## config.mk

```make
export PLATFORM = sky130hd
export DESIGN_NAME = otter_mem_arbiter_flat
export DESIGN_NICKNAME = d
export VERILOG_FILES = /design/src/rtl/otter_mem_arbiter_if.sv /design/src/rtl/otter_mem_arbiter.sv /design/src/flat_wrapper.sv
export SDC_FILE = /design/constraint.sdc
export NUM_CORES = 1
export LEC_CHECK = 0
export ABC_AREA = 1
export CAP_MARGIN = 10
export CORE_AREA = 2 2 107 109
export CTS_CLUSTER_SIZE = 40
export DETAILED_ROUTE_END_ITERATION = 16
export DIE_AREA = 0 0 109 111
export SLEW_MARGIN = 20
export SYNTH_ARGS = -nofsm -noshare
export SYNTH_HDL_FRONTEND = slang
export SYNTH_SLANG_ARGS = --single-unit
```

## constraint.sdc

```tcl
create_clock -name CLK -period 1.7 [get_ports CLK]
set_input_delay 0.17 -clock CLK [delete_from_list [all_inputs] [get_ports CLK]]
set_output_delay 0.17 -clock CLK [all_outputs]
set_load 0.02 [all_outputs]
```

## src/rtl/otter_mem_arbiter_if.sv

```systemverilog
// rtl/otter_mem_arbiter_if.sv - requester and memory-port bundle for the OTTER memory arbiter
interface otter_mem_arbiter_if #(
    parameter int ADDR_W = 32,
    parameter int DATA_W = 32
);
    logic              IF_REQ;
    logic [ADDR_W-1:0] IF_ADDR;
    logic              IF_GNT;
    logic              IF_VALID;
    logic [DATA_W-1:0] IF_RDATA;

    logic              D_REQ;
    logic              D_WE;
    logic [ADDR_W-1:0] D_ADDR;
    logic [DATA_W-1:0] D_WDATA;
    logic [1:0]        D_SIZE;
    logic              D_SIGN;
    logic              D_GNT;
    logic              D_VALID;
    logic [DATA_W-1:0] D_RDATA;

    logic              MEM_EN;
    logic              MEM_WE;
    logic [ADDR_W-1:0] MEM_ADDR;
    logic [DATA_W-1:0] MEM_WDATA;
    logic [1:0]        MEM_SIZE;
    logic              MEM_SIGN;
    logic [DATA_W-1:0] MEM_RDATA;

    logic              STALL;

    modport slave (
        input  IF_REQ, IF_ADDR,
        input  D_REQ, D_WE, D_ADDR, D_WDATA, D_SIZE, D_SIGN,
        input  MEM_RDATA,
        output IF_GNT, IF_VALID, IF_RDATA,
        output D_GNT, D_VALID, D_RDATA,
        output MEM_EN, MEM_WE, MEM_ADDR, MEM_WDATA, MEM_SIZE, MEM_SIGN,
        output STALL
    );

    modport master (
        output IF_REQ, IF_ADDR,
        output D_REQ, D_WE, D_ADDR, D_WDATA, D_SIZE, D_SIGN,
        output MEM_RDATA,
        input  IF_GNT, IF_VALID, IF_RDATA,
        input  D_GNT, D_VALID, D_RDATA,
        input  MEM_EN, MEM_WE, MEM_ADDR, MEM_WDATA, MEM_SIZE, MEM_SIGN,
        input  STALL
    );
endinterface

```

## src/rtl/otter_mem_arbiter.sv

```systemverilog
// rtl/otter_mem_arbiter.sv - fetch/data arbiter for one fixed-latency memory port
module otter_mem_arbiter #(
    parameter int ADDR_W     = 32,
    parameter int DATA_W     = 32,
    parameter int LAT        = 1,
    parameter int STARVE_MAX = 3
) (
    input  logic          CLK,
    input  logic          RST,
    otter_mem_arbiter_if.slave bus
);
    localparam logic [3:0] SMAX = 4'(STARVE_MAX);

    logic [3:0]        starve_cnt;
    logic              if_gnt;
    logic              d_gnt;
    logic              mem_en;
    logic [ADDR_W-1:0] mem_addr;
    logic [DATA_W-1:0] mem_wdata;
    logic [1:0]        mem_size;
    logic              mem_sign;

    // One tag per in-flight access; stage LAT-1 lines up with MEM_RDATA.
    logic [LAT-1:0]    tag_v;
    logic [LAT-1:0]    tag_d;
    logic [LAT-1:0]    tag_w;

    logic              if_valid;
    logic              d_valid;
    logic              d_is_write;

    always_comb begin
        if_gnt    = bus.IF_REQ & (~bus.D_REQ | (starve_cnt == SMAX));
        d_gnt     = bus.D_REQ & ~if_gnt;
        mem_en    = if_gnt | d_gnt;
        mem_addr  = '0;
        mem_size  = 2'b00;
        mem_sign  = 1'b0;
        if (if_gnt) begin
            mem_addr = bus.IF_ADDR;
            mem_size = 2'b10;
        end else if (d_gnt) begin
            mem_addr = bus.D_ADDR;
            mem_size = bus.D_SIZE;
            mem_sign = bus.D_SIGN;
        end
        mem_wdata = mem_en ? bus.D_WDATA : '0;
    end

    always_ff @(posedge CLK or posedge RST) begin
        if (RST) begin
            starve_cnt <= 4'd0;
        end else if (if_gnt || !bus.IF_REQ) begin
            starve_cnt <= 4'd0;
        end else if (d_gnt && (starve_cnt != SMAX)) begin
            starve_cnt <= starve_cnt + 4'd1;
        end
    end

    always_ff @(posedge CLK or posedge RST) begin
        if (RST) begin
            tag_v <= '0;
            tag_d <= '0;
            tag_w <= '0;
        end else begin
            tag_v[0] <= mem_en;
            tag_d[0] <= d_gnt;
            tag_w[0] <= d_gnt & bus.D_WE;
            for (int i = 1; i < LAT; i++) begin
                tag_v[i] <= tag_v[i-1];
                tag_d[i] <= tag_d[i-1];
                tag_w[i] <= tag_w[i-1];
            end
        end
    end

    assign if_valid   = tag_v[LAT-1] & ~tag_d[LAT-1];
    assign d_valid    = tag_v[LAT-1] &  tag_d[LAT-1];
    assign d_is_write = tag_w[LAT-1];

    assign bus.IF_GNT    = if_gnt;
    assign bus.D_GNT     = d_gnt;
    assign bus.MEM_EN    = mem_en;
    assign bus.MEM_WE    = d_gnt & bus.D_WE;
    assign bus.MEM_ADDR  = mem_addr;
    assign bus.MEM_WDATA = mem_wdata;
    assign bus.MEM_SIZE  = mem_size;
    assign bus.MEM_SIGN  = mem_sign;
    assign bus.IF_VALID  = if_valid;
    assign bus.D_VALID   = d_valid;
    assign bus.IF_RDATA  = if_valid ? bus.MEM_RDATA : '0;
    assign bus.D_RDATA   = (d_valid && !d_is_write) ? bus.MEM_RDATA : '0;
    assign bus.STALL     = (bus.IF_REQ & ~if_gnt) | (bus.D_REQ & ~d_gnt);
endmodule

```

## src/flat_wrapper.sv

```systemverilog
// flat-port wrapper written by rule: the top's interface ports become plain ports
module otter_mem_arbiter_flat 
#(
    parameter int ADDR_W     = 32,
    parameter int DATA_W     = 32,
    parameter int LAT        = 1,
    parameter int STARVE_MAX = 3
)
  (CLK, RST, bus_IF_REQ, bus_IF_ADDR, bus_D_REQ, bus_D_WE, bus_D_ADDR, bus_D_WDATA, bus_D_SIZE, bus_D_SIGN, bus_MEM_RDATA, bus_IF_GNT, bus_IF_VALID, bus_IF_RDATA, bus_D_GNT, bus_D_VALID, bus_D_RDATA, bus_MEM_EN, bus_MEM_WE, bus_MEM_ADDR, bus_MEM_WDATA, bus_MEM_SIZE, bus_MEM_SIGN, bus_STALL);
  otter_mem_arbiter_if #(.ADDR_W(ADDR_W), .DATA_W(DATA_W)) bus_i ();
  input  logic CLK;
  input  logic RST;
  input wire logic [$bits(bus_i.IF_REQ)-1:0] bus_IF_REQ;
  input wire logic [$bits(bus_i.IF_ADDR)-1:0] bus_IF_ADDR;
  input wire logic [$bits(bus_i.D_REQ)-1:0] bus_D_REQ;
  input wire logic [$bits(bus_i.D_WE)-1:0] bus_D_WE;
  input wire logic [$bits(bus_i.D_ADDR)-1:0] bus_D_ADDR;
  input wire logic [$bits(bus_i.D_WDATA)-1:0] bus_D_WDATA;
  input wire logic [$bits(bus_i.D_SIZE)-1:0] bus_D_SIZE;
  input wire logic [$bits(bus_i.D_SIGN)-1:0] bus_D_SIGN;
  input wire logic [$bits(bus_i.MEM_RDATA)-1:0] bus_MEM_RDATA;
  output wire logic [$bits(bus_i.IF_GNT)-1:0] bus_IF_GNT;
  output wire logic [$bits(bus_i.IF_VALID)-1:0] bus_IF_VALID;
  output wire logic [$bits(bus_i.IF_RDATA)-1:0] bus_IF_RDATA;
  output wire logic [$bits(bus_i.D_GNT)-1:0] bus_D_GNT;
  output wire logic [$bits(bus_i.D_VALID)-1:0] bus_D_VALID;
  output wire logic [$bits(bus_i.D_RDATA)-1:0] bus_D_RDATA;
  output wire logic [$bits(bus_i.MEM_EN)-1:0] bus_MEM_EN;
  output wire logic [$bits(bus_i.MEM_WE)-1:0] bus_MEM_WE;
  output wire logic [$bits(bus_i.MEM_ADDR)-1:0] bus_MEM_ADDR;
  output wire logic [$bits(bus_i.MEM_WDATA)-1:0] bus_MEM_WDATA;
  output wire logic [$bits(bus_i.MEM_SIZE)-1:0] bus_MEM_SIZE;
  output wire logic [$bits(bus_i.MEM_SIGN)-1:0] bus_MEM_SIGN;
  output wire logic [$bits(bus_i.STALL)-1:0] bus_STALL;
  assign bus_i.IF_REQ = bus_IF_REQ;
  assign bus_i.IF_ADDR = bus_IF_ADDR;
  assign bus_i.D_REQ = bus_D_REQ;
  assign bus_i.D_WE = bus_D_WE;
  assign bus_i.D_ADDR = bus_D_ADDR;
  assign bus_i.D_WDATA = bus_D_WDATA;
  assign bus_i.D_SIZE = bus_D_SIZE;
  assign bus_i.D_SIGN = bus_D_SIGN;
  assign bus_i.MEM_RDATA = bus_MEM_RDATA;
  assign bus_IF_GNT = bus_i.IF_GNT;
  assign bus_IF_VALID = bus_i.IF_VALID;
  assign bus_IF_RDATA = bus_i.IF_RDATA;
  assign bus_D_GNT = bus_i.D_GNT;
  assign bus_D_VALID = bus_i.D_VALID;
  assign bus_D_RDATA = bus_i.D_RDATA;
  assign bus_MEM_EN = bus_i.MEM_EN;
  assign bus_MEM_WE = bus_i.MEM_WE;
  assign bus_MEM_ADDR = bus_i.MEM_ADDR;
  assign bus_MEM_WDATA = bus_i.MEM_WDATA;
  assign bus_MEM_SIZE = bus_i.MEM_SIZE;
  assign bus_MEM_SIGN = bus_i.MEM_SIGN;
  assign bus_STALL = bus_i.STALL;
  otter_mem_arbiter #(.ADDR_W(ADDR_W), .DATA_W(DATA_W), .LAT(LAT), .STARVE_MAX(STARVE_MAX)) u_core (.CLK(CLK), .RST(RST), .bus(bus_i));
endmodule
```

# After elaboration in Yosys (flattened, before gate mapping)
# Index checks and enable logic that the tools add are counted.
# totals
rom_bits	0
ram_bits	0
memories	0
latch_bits	0
regBits	7
wordCells	38
output_inout_bits	138
input_bits	136
# op_classes
bitwise	14
n_mul	0
reduce_logical	6
eq_ne	2
n_shift	0
n_mux	11
div_mod_pow	0
n_addsub	1
magnitude_cmp	0
# ops
cell	n
32-bit 2-to-1 mux	5
4-bit 2-to-1 mux	2
1-bit bitwise AND	7
4-bit by 1-bit adder with 4-bit output, second input constant	1
4-bit by 2-bit == test with 1-bit output, second input constant	1
2-bit 2-to-1 mux	2
4-bit by 2-bit != test with 1-bit output, second input constant	1
1-bit NOT	4
1-bit bitwise OR	3
1-bit logical AND	2
1-bit zero test	2
1-bit 2-to-1 mux	2
2-bit nonzero test	1
1-bit logical OR	1

# Longest topological paths before layout
# depth
depth_word	8
ltp_mapped	6
depth_no_buf	5

# Least setup slack after synthesis
# OpenSTA, ideal clock, no wires.
# synth_timing
path_type	reg-to-output
startpoint	register u_core.tag_d
endpoint	output port bus_IF_RDATA[10]
path_buffers	1
arrival_ps	1362
path_slack_ps	168
path_stages_with_launch	5
cell_sequence	dfrtp_1 nor2_1 inv_1 clkbuf_1 nor2_1
# synth_via
elab_chain_len	3
# synth_rtl
item	line_no	source
start, declared	otter_mem_arbiter.sv:25	logic [LAT-1:0] tag_d;
start signal, assigned by index	otter_mem_arbiter.sv:71	tag_d[i] <= tag_d[i-1];
1-bit NOT	otter_mem_arbiter.sv:77	assign if_valid = tag_v[LAT-1] & ~tag_d[LAT-1];
1-bit bitwise AND	otter_mem_arbiter.sv:77	
net bus_IF_VALID	flat_wrapper.sv:23	output wire logic [$bits(bus_i.IF_VALID)-1:0] bus_IF_VALID;
32-bit 2-to-1 mux	otter_mem_arbiter.sv:91	assign bus.IF_RDATA = if_valid ? bus.MEM_RDATA : '0;
end, declared	flat_wrapper.sv:24	output wire logic [$bits(bus_i.IF_RDATA)-1:0] bus_IF_RDATA;
# The timed path passes the listed nets, and every way through them passes these cells.

# Worst setup path in the final report
# layout_timing
startpoint	register u_core.starve_cnt[0]
endpoint	output port bus_MEM_ADDR[4]
# layout_via
elab_chain_len	7
# layout_rtl
item	line_no	source
start, declared	otter_mem_arbiter.sv:14	logic [3:0] starve_cnt;
start signal, assigned	otter_mem_arbiter.sv:56	starve_cnt <= starve_cnt + 4'd1;
4-bit by 2-bit == test with 1-bit output *	otter_mem_arbiter.sv:33	if_gnt = bus.IF_REQ & (~bus.D_REQ | (starve_cnt == SMAX));
1-bit bitwise OR *	otter_mem_arbiter.sv:33	
1-bit bitwise AND *	otter_mem_arbiter.sv:33	
1-bit NOT	otter_mem_arbiter.sv:34	d_gnt = bus.D_REQ & ~if_gnt;
1-bit bitwise AND	otter_mem_arbiter.sv:34	
32-bit 2-to-1 mux	otter_mem_arbiter.sv:42	end else if (d_gnt) begin
32-bit 2-to-1 mux *	otter_mem_arbiter.sv:39	if (if_gnt) begin
end, declared	flat_wrapper.sv:30	output wire logic [$bits(bus_i.MEM_ADDR)-1:0] bus_MEM_ADDR;
# Every way passes the cells marked *; elsewhere a longest branch is shown, timed or not.

==> impl_metrics.py <==
metrics = {
    "outcome": {
        "status": "finished, violations left",
        "violations": "setup timing",
    },
    "synth": {
        "synth_common_cells": "nor2_1 (104), nand2_1 (92), inv_1 (76), nand2_2 (10), dfrtp_1 (7)",
        "ys_ff_latch": 7,
        "syn_nets": 453,
        "synthCells": 316,
        "synthTopCellsByArea": "nor2_1 (26%), nand2_1 (23%), inv_1 (19%)",
        "yosysUniqueCellTypes": 19,
        "synth.avg_cell_area_sq_um": 4.684,
        "syn_area_sq_um": 1480,
        "yosys.area.top_type_share": 0.2637,
        "ys_warn_count": 0,
        "yosysMostFrequentCell": "nor2_1",
        "seq_area_frac_synth": 0.1183,
        "synth_top_cell_by_area": "nor2_1",
        "async_flop_share": 1.000,
        "synthFlopType": "dfrtp_1",
        "synth_edf_count": 0,
    },
    "global_route": {
        "grt_max_degree": 33,
        "overflow": 0,
        "grt_pass1_wl_um": 13060,
        "grt.total_usage": 0.1326,
        "antenna_found_initial": 0,
        "first_global_vias": 2835,
    },
    "drt": {
        "drt_iter0_drc": 136,
        "route.detailed.drc": 0,
        "wl_per_cell_um": 11.70,
        "finalWirelength_um": 8834,
        "drt-pass1-iter-count": 4,
        "num_vias": 2865,
        "via_per_inst": 3.795,
        "ant_nets": 0,
    },
    "critical_path": {
        "crit_type": "reg -> out",
        "crit_required_ns": 1.53,
        "worstSetupStartpointType": "flop",
        "cp_max_fo": 6,
        "arrival_ns": 1.65,
        "reg2reg_from": "u_core.starve_cnt[0]$_DFFE_PP0P_",
        "startpoint": "u_core.starve_cnt[0]$_DFFE_PP0P_",
        "crit_path_end_kind": "output port",
    },
    "timing": {
        "finalHoldViolations": 0,
        "final.setup_skew_ns": 0.002736,
        "rsz0062_at_grt": "true",
        "fin_crit_sh": 1.070,
        "worst_pin_slew_ns": 0.2766,
        "final-setup-viol-count": 33,
        "slew_headroom": 0.8154,
        "clock.fmax_mhz": 549.8,
        "holdWs_ns": 0.1767,
        "fin_crit_ns": 1.819,
        "layout_setup_ws_ns": -0.1188,
        "finalSetupTns_ns": -2.703,
        "maxSlewViolCount": 0,
    },
    "floorplan": {
        "die_x_um": 109,
        "rows": 39,
        "core_sq_um": 11080,
        "fp.dieH_um": 111,
        "fp.dieArea_sq_um": 12100,
        "io_pins": 274,
        "initial_core_util": 0.1336,
    },
    "finish": {
        "fillers": 1162,
        "final_layout_size_suffix_gt1_frac": 0.3448,
        "area_delta_synth_final_pct": 215.9,
        "diodes": 0,
        "seq_area_sq_um": 175.2,
        "multi_input_area_sq_um": 1112,
        "fin_area_sq_um": 4676,
        "fin_nets": 750,
    },
    "placement": {
        "dpl.hpwl_um": 6915,
        "place.gp.congestion": 0.8989,
        "dpl_cell_area_sq_um": 4483,
        "io_buffers": 273,
    },
    "power": {
        "total_power_w": 0.001893,
        "powerDensity_nw_per_um2": 404.9,
        "p_leak_nw": 2.637,
        "vdd_drop_max_mv": 0.3123,
    },
    "cts": {
        "insertion_delay_ns": 0.23,
        "cts_buffers": 3,
        "htreeDepth": 1,
        "clockBufferDepth": 2,
        "cts_hold_buffers": 0,
        "cts_sinks": 7,
        "cts-root-buf": "clkbuf_16",
        "clk_pin_slew_ns": 0.04,
        "tritoncts": "built",
    },
    "run": {
        "cap_violations": 0,
    },
    "worst_hold_path": {
        "min-delay-path-class": "in -> async",
    },
}
[final timing paths]
check	end	slack, ns	depth (start not counted)
worst min register to register	u_core.starve_cnt[0]$_DFFE_PP0P_	0.62	2
worst max-delay path	bus_MEM_ADDR[4]	-0.12	9
min in group CLK	u_core.tag_v$_DFF_PP0_	0.61	5
max in group asynchronous	u_core.starve_cnt[1]$_DFFE_PP0P_	1.31	2
worst max register to register	u_core.d_is_write$_DFF_PP0_	0.39	6
worst min-delay path	u_core.d_is_write$_DFF_PP0_	0.18	2
[state kept, by name, summed over array words and instances (netlist names)]
| register | cells |
|---|---|
| u_core.d_is_write | 1 |
| u_core.tag_v | 1 |
| u_core.starve_cnt | 4 |
| u_core.tag_d | 1 |
[routing by layer]
layer / share of wire / wire length [um] / vias up / GRT usage
li1: - / - / 1457 / -
met1: 0.33 / 2880 / 1258 / 0.1336
met2: 0.55 / 4831 / 148 / 0.2629
met3: 0.12 / 1089 / 2 / 0.04409
met4: 0.0037 / 33 / 0 / 0.01538
met5: 0 / 0 / - / 0
[through the flow]
step	setup slack, ns	utilization	std cells
after floorplan	0.1683	-	316
after detailed placement	-0.4132	0.4047	735
after CTS	-0.1454	0.4332	752
after global routing	-0.1926	0.4221	755
after global placement	-0.3864	0.4047	735
final	-0.1188	0.4221	755
[kinds of logic after synthesis]
family,after synthesis,synth area share
simple gates,211,0.5630
buf+inv,93,0.2739
flops,7,0.1183
compound gates,3,0.03043
xor+xnor,1,0.005918
fa+ha+maj,1,0.008452
[cells in the final DEF (no fill, tap or decap)]
master / instances
clkbuf_1: 1
clkbuf_2: 33
nand2b_4: 1
dfrtp_1: 7
ha_4: 1
dlymetal6s2s_1: 1
buf_4: 19
xor2_1: 1
nor2_1: 102
nand3_1: 1
clkdlybuf4s50_1: 135
a21boi_4: 1
clkbuf_16: 4
nor2_4: 3
clkdlybuf4s15_1: 9
a21oi_1: 1
buf_2: 38
nand2_1: 49
nand2_2: 39
inv_1: 75
or2_2: 2
buf_12: 7
inv_2: 2
a31oi_4: 1
nand2_4: 14
dlygate4sd2_1: 19
buf_6: 42
buf_16: 2
buf_8: 2
[worst max-delay path, stage by stage, from the launching register on]
cell	delay, ns
dfrtp_1	0.40
ha_4	0.20
nand2_4	0.07
a21boi_4	0.16
buf_6	0.13
buf_12	0.11
buf_12	0.13
nand2_2	0.05
nand2_2	0.05
buf_6	0.11
[what timing repair did]
action,4_1_cts,5_1_grt
pin swaps,8,24
resized for setup,435,161
endpoints found under the setup margin,136,117
cloned,3,1
setup buffers,10,3
[cell type report]
| type | instances | area share |
|---|---|---|
| tap | 143 | 0.03827 |
| inverter | 77 | 0.06181 |
| clock buffer | 4 | 0.01686 |
| sequential | 7 | 0.03746 |
| multi-input combinational | 216 | 0.2379 |
| timing repair buffer | 308 | 0.6077 |
[report_power, final]
group / internal [W] / switching, W / leakage [nW] / total [W]
sequential: 0.000173 / 0.00000410 / 0.0896 / 0.000178
clock: 0.000312 / 0.0000925 / 0.0382 / 0.000405
combinational: 0.000680 / 0.000631 / 2.51 / 0.00131
(Power assumes the default switching activity.)
